==> src/rtl/bcd_pkg.sv <==
// Shared constants for the BCD display path: digit width, blank code and
// the active-high 7-segment patterns (bit0 = a .. bit6 = g).
package bcd_pkg;

  localparam int DIGIT_W = 4;

  localparam logic [DIGIT_W-1:0] BLANK = 4'hF;

  localparam logic [6:0] SEG_0     = 7'h3F;
  localparam logic [6:0] SEG_1     = 7'h06;
  localparam logic [6:0] SEG_2     = 7'h5B;
  localparam logic [6:0] SEG_3     = 7'h4F;
  localparam logic [6:0] SEG_4     = 7'h66;
  localparam logic [6:0] SEG_5     = 7'h6D;
  localparam logic [6:0] SEG_6     = 7'h7D;
  localparam logic [6:0] SEG_7     = 7'h07;
  localparam logic [6:0] SEG_8     = 7'h7F;
  localparam logic [6:0] SEG_9     = 7'h6F;
  localparam logic [6:0] SEG_BLANK = 7'h00;

endpackage : bcd_pkg

==> src/rtl/seg7_decoder.sv <==
// Combinational BCD to 7-segment decoder with active-low outputs.
// Any code outside 0..9 (including the blank code) lights nothing.
module seg7_decoder
  import bcd_pkg::*;
(
  input  logic [DIGIT_W-1:0] code_i,
  output logic [6:0]         seg_n_o
);

  logic [6:0] seg_hi;

  always_comb begin
    seg_hi = SEG_BLANK;
    unique case (code_i)
      4'd0:    seg_hi = SEG_0;
      4'd1:    seg_hi = SEG_1;
      4'd2:    seg_hi = SEG_2;
      4'd3:    seg_hi = SEG_3;
      4'd4:    seg_hi = SEG_4;
      4'd5:    seg_hi = SEG_5;
      4'd6:    seg_hi = SEG_6;
      4'd7:    seg_hi = SEG_7;
      4'd8:    seg_hi = SEG_8;
      4'd9:    seg_hi = SEG_9;
      default: seg_hi = SEG_BLANK;
    endcase
  end

  assign seg_n_o = ~seg_hi;

endmodule : seg7_decoder

==> src/rtl/bcd_display_driver.sv <==
// Keypad digit buffer with a multiplexed 7-segment scan. New digits shift in
// at position 0 (rightmost); the scan lights one position per SCAN_DIV clocks.
module bcd_display_driver
  import bcd_pkg::*;
#(
  parameter int NUM_DIGITS = 4,
  parameter int SCAN_DIV   = 1000
) (
  input  logic                  clk,
  input  logic                  rst_n,
  input  logic [DIGIT_W-1:0]    bcd,
  input  logic                  valid_data,
  input  logic                  clear,
  output logic [6:0]            seg_n,
  output logic [NUM_DIGITS-1:0] an_n,
  output logic [3:0]            digit_count,
  output logic                  full
);

  localparam int SCAN_W = (NUM_DIGITS > 1) ? $clog2(NUM_DIGITS) : 1;
  localparam int DIV_W  = $clog2(SCAN_DIV);

  logic [DIGIT_W-1:0]    buf_q [NUM_DIGITS];
  logic [DIGIT_W-1:0]    buf_d [NUM_DIGITS];
  logic [3:0]            count_q, count_d;
  logic [DIV_W-1:0]      div_q, div_d;
  logic [SCAN_W-1:0]     scan_q, scan_d;
  logic [NUM_DIGITS-1:0] an_n_q, an_n_d;
  logic [6:0]            seg_n_q;
  logic [6:0]            seg_n_dec;
  logic [DIGIT_W-1:0]    digit_sel;
  logic                  full_w;
  logic                  accept;

  assign full_w = (count_q == 4'(NUM_DIGITS));
  assign accept = valid_data && (bcd <= 4'd9) && !full_w && !clear;

  // Clear takes priority over a same-cycle strobe.
  always_comb begin
    buf_d   = buf_q;
    count_d = count_q;
    if (clear) begin
      for (int i = 0; i < NUM_DIGITS; i++) begin
        buf_d[i] = BLANK;
      end
      count_d = 4'd0;
    end else if (accept) begin
      for (int i = NUM_DIGITS - 1; i > 0; i--) begin
        buf_d[i] = buf_q[i-1];
      end
      buf_d[0] = bcd;
      count_d  = count_q + 4'd1;
    end
  end

  always_comb begin
    div_d  = div_q + 1'b1;
    scan_d = scan_q;
    if (div_q == DIV_W'(SCAN_DIV - 1)) begin
      div_d  = '0;
      scan_d = (scan_q == SCAN_W'(NUM_DIGITS - 1)) ? '0 : scan_q + 1'b1;
    end
  end

  always_comb begin
    digit_sel = BLANK;
    for (int i = 0; i < NUM_DIGITS; i++) begin
      if (scan_q == SCAN_W'(i)) begin
        digit_sel = buf_q[i];
      end
    end
  end

  assign an_n_d = ~(NUM_DIGITS'(1) << scan_q);

  seg7_decoder u_seg7_decoder (
    .code_i  (digit_sel),
    .seg_n_o (seg_n_dec)
  );

  always_ff @(posedge clk or negedge rst_n) begin
    if (!rst_n) begin
      for (int i = 0; i < NUM_DIGITS; i++) begin
        buf_q[i] <= BLANK;
      end
      count_q <= 4'd0;
    end else begin
      for (int i = 0; i < NUM_DIGITS; i++) begin
        buf_q[i] <= buf_d[i];
      end
      count_q <= count_d;
    end
  end

  // Anode and segment registers update together so no other anode glitches.
  always_ff @(posedge clk or negedge rst_n) begin
    if (!rst_n) begin
      div_q   <= '0;
      scan_q  <= '0;
      an_n_q  <= '1;
      seg_n_q <= 7'h7F;
    end else begin
      div_q   <= div_d;
      scan_q  <= scan_d;
      an_n_q  <= an_n_d;
      seg_n_q <= seg_n_dec;
    end
  end

  assign seg_n       = seg_n_q;
  assign an_n        = an_n_q;
  assign digit_count = count_q;
  assign full        = full_w;

endmodule : bcd_display_driver

==> config.mk <==
export PLATFORM = sky130hd
export DESIGN_NAME = bcd_display_driver
export DESIGN_NICKNAME = d
export VERILOG_FILES = /design/src/rtl/bcd_pkg.sv /design/src/rtl/seg7_decoder.sv /design/src/rtl/bcd_display_driver.sv
export SDC_FILE = /design/constraint.sdc
export NUM_CORES = 1
export LEC_CHECK = 0
export ABC_AREA = 1
export BUFFER_PORTS_ARGS = -buffer_cell sky130_fd_sc_hd__buf_2
export CAP_MARGIN = 20
export CORE_MARGIN = 5
export CORE_UTILIZATION = 55
export DETAILED_ROUTE_END_ITERATION = 7
export GPL_TIMING_DRIVEN = 0
export PLACE_DENSITY = 0.74
export SLEW_MARGIN = 20
export SYNTH_ARGS = -nofsm -noshare
export SYNTH_HDL_FRONTEND = slang
export SYNTH_HIERARCHICAL = 1
export SYNTH_SLANG_ARGS = --single-unit
==> constraint.sdc <==
create_clock -name clk -period 2.1 [get_ports clk]
set_input_delay 0.105 -clock clk [delete_from_list [all_inputs] [get_ports clk]]
set_output_delay 0.105 -clock clk [all_outputs]
set_load 0.05 [all_outputs]
==> impl_metrics.ini <==
[run_status]
status = completed

[clocking]
cts.sink_count = 43
clk_path_buf_depth = 2
clockRootBuffer = clkbuf_8
htree_levels = 2
clkTransAtPathRegs_ns = 0.08
clock_latency_ns = 0.29
cts_made_buffers = 5
cts_tree = done

[route]
drt_pass1_iterations = 4
drc_errors = 0
route.vias.total = 1741
wl_per_cell_um = 11.4
vias_per_cell = 4.96
drt_iter0_markers = 99
drtAntennaViolNets = 0
routed_wl_um = 3990

[place]
portBuffers = 23
dpl-instance-area_sq_um = 2420
hpwl_um = 2910
dp_cells = 340
pre_cts_ws_ns = -0.149
gp_congestion = 0.792

[sta]
max_freq_mhz = 525
tightest_slew_ns = 0.902
fin_crit_sh = 0.908
finalHoldViolCount = 0
finClkSkew_ns = 0.00728
rsz0062_at_grt = no
setup_ws_ns = 0.194
finalCriticalPeriod_ns = 1.91
slew_headroom = 0.399
maxSlewViolCount = 0
setup_viol = 0

[yosys]
ys_types = 26
synth_edf_count = 0
yosysSeqAreaShare = 0.495
synth_top_area_share = 0.316
async_reset_ff_frac = 1.00
synth_common_cells = nand2_1, nor2_1, inv_1, nand3_1, dfstp_2
yosysMostFrequentCell = nand2_1
yosysWarnings = 6
syn_nets = 287
avgSynthCellArea_sq_um = 8.40
ys_seq_elements = 43
synthFlopType = dfstp_2
syn_area_sq_um = 2240
synthCells = 267
yosys.area.top_type = dfstp_2
synthTopCellsByArea = dfstp_2, dfrtp_1, nand2_1, ha_1, nand3_1

[floorplan]
fp.dieArea_sq_um = 5460
rows = 23
chipHeight_um = 73.9
pin_count = 24
core_sq_um = 3970
initial_core_util = 0.565
die_x_um = 73.9

[setup_path]
cp.required_ns = 2.32
cp_max_fo = 7
worstSetupStartpointType = flip-flop
worstPathArrival_ns = 2.13
reg2reg_slack_ns = 0.19
crit_type = flip-flop to flip-flop
worstSetupEndpointType = flip-flop

[finish]
n_antenna_cell = 0
areaGrowthSynthToFinish_pct = 14.3
design_area_sq_um = 2560
layoutNonFillerInstCount = 351
nets = 320
drive_gt1_frac = 0.282
final_util = 0.646

[global_routing]
track_usage = 0.167
grt_pass1_wl_um = 7070
grt_antenna_before_repair = 0
gr-total-overflow = 0
grt_pass1_vias = 1642
grt_max_degree = 44

[power_and_ir_drop]
power.density_nw_per_um2 = 721
vdd_drop_max_uv = 367
power_leakage_uw = 0.00140

[worst_hold_path]
hold_path.class = input pin to flip-flop

[run]
max-cap-violations = 0
## area by class of cell
type	count	area [sq um]
Fill cell	334	1410
Sequential cell	43	1110
Multi-Input combinational cell	184	965
Timing Repair Buffer	26	140
Inverter	34	128
Clock buffer	7	108
Tap cell	50	62.6
Buffer	6	47.5
Clock inverter	1	5.00
## timing repair
action	4_1_cts	5_1_grt
pin swaps	1	0
gates resized for setup	1	2
setup buffers	1	1
hold buffers	1	0
setup endpoints to repair	4	6
hold endpoints to repair	16	0
## critical path: stages (launching register included)
cell,delay [ns]
dfrtp_1,0.41
ha_1,0.22
inv_2,0.12
nor2_1,0.05
nor2_1,0.07
o21ai_0,0.13
a21oi_2,0.18
inv_1,0.09
ha_1,0.29
nand2_1,0.08
nand3_1,0.12
nand2_1,0.05
## metrics by stage
stage	hold slack [ns]	power (uW)	TNS, ns
finish	0.0497	1850	0
global route	0.0699	1940	0
global placement	0.287	1240	-0.0555
detailed placement	0.286	1250	-0.250
CTS	0.0467	1870	0
floorplan	-0.191	1170	0
## per-layer routing
metal | routed length (um) | share of wire | GRT usage | up-vias
met5 | 0 | 0 | 0 | -
met4 | 64 | 0.016 | 0.0704 | 0
li1 | - | - | - | 903
met3 | 195 | 0.049 | 0.0383 | 5
met1 | 1890 | 0.47 | 0.210 | 797
met2 | 1840 | 0.46 | 0.276 | 36
## cells in the final DEF, fill, tap and decap left out, types with 6 or more instances in the layout
master and instances:
o21ai_0 6, nand2_1 70, nor2_1 31, dfrtp_1 16, inv_2 6, o21ai_1 7
dfstp_2 27, a21oi_1 6, clkbuf_8 6, buf_2 25, ha_1 11, nand3_1 28
inv_1 28
## sequential cells by signal (all words and copies together) (netlist names)
signal	cells
buf_q	16
seg_n	7
div_q	10
scan_q	2
digit_count	4
an_n	4
## cells by family after synthesis
family / after synthesis / share of synthesized area
AND/OR/NAND/NOR: 146 / 0.295
flip-flops: 43 / 0.495
buffers and inverters: 40 / 0.0781
AO/OA/AOI/OAI: 24 / 0.0574
adder cells (fa/ha/maj): 12 / 0.0669
XOR/XNOR: 2 / 0.00781
## worst paths after layout
kind	start	end	cells after the start
setup / recovery	scan_q[0]	seg_n[3]	11
hold reg to reg	buf_q[12]	buf_q[8]	2
max in group asynchronous	rst_n	div_q[1]	2
hold / removal	bcd[3]	buf_q[15]	3
setup reg to reg	scan_q[0]	seg_n[3]	11
min in group asynchronous	rst_n	div_q[8]	2
## power by group
| group | leakage (uW) | internal, uW | switching (uW) |
|---|---|---|---|
| clock | 0.0000594 | 337 | 277 |
| combinational | 0.000845 | 83.8 | 212 |
| sequential | 0.000492 | 913 | 27.7 |
No activity file was read; power rests on OpenSTA's default activity.
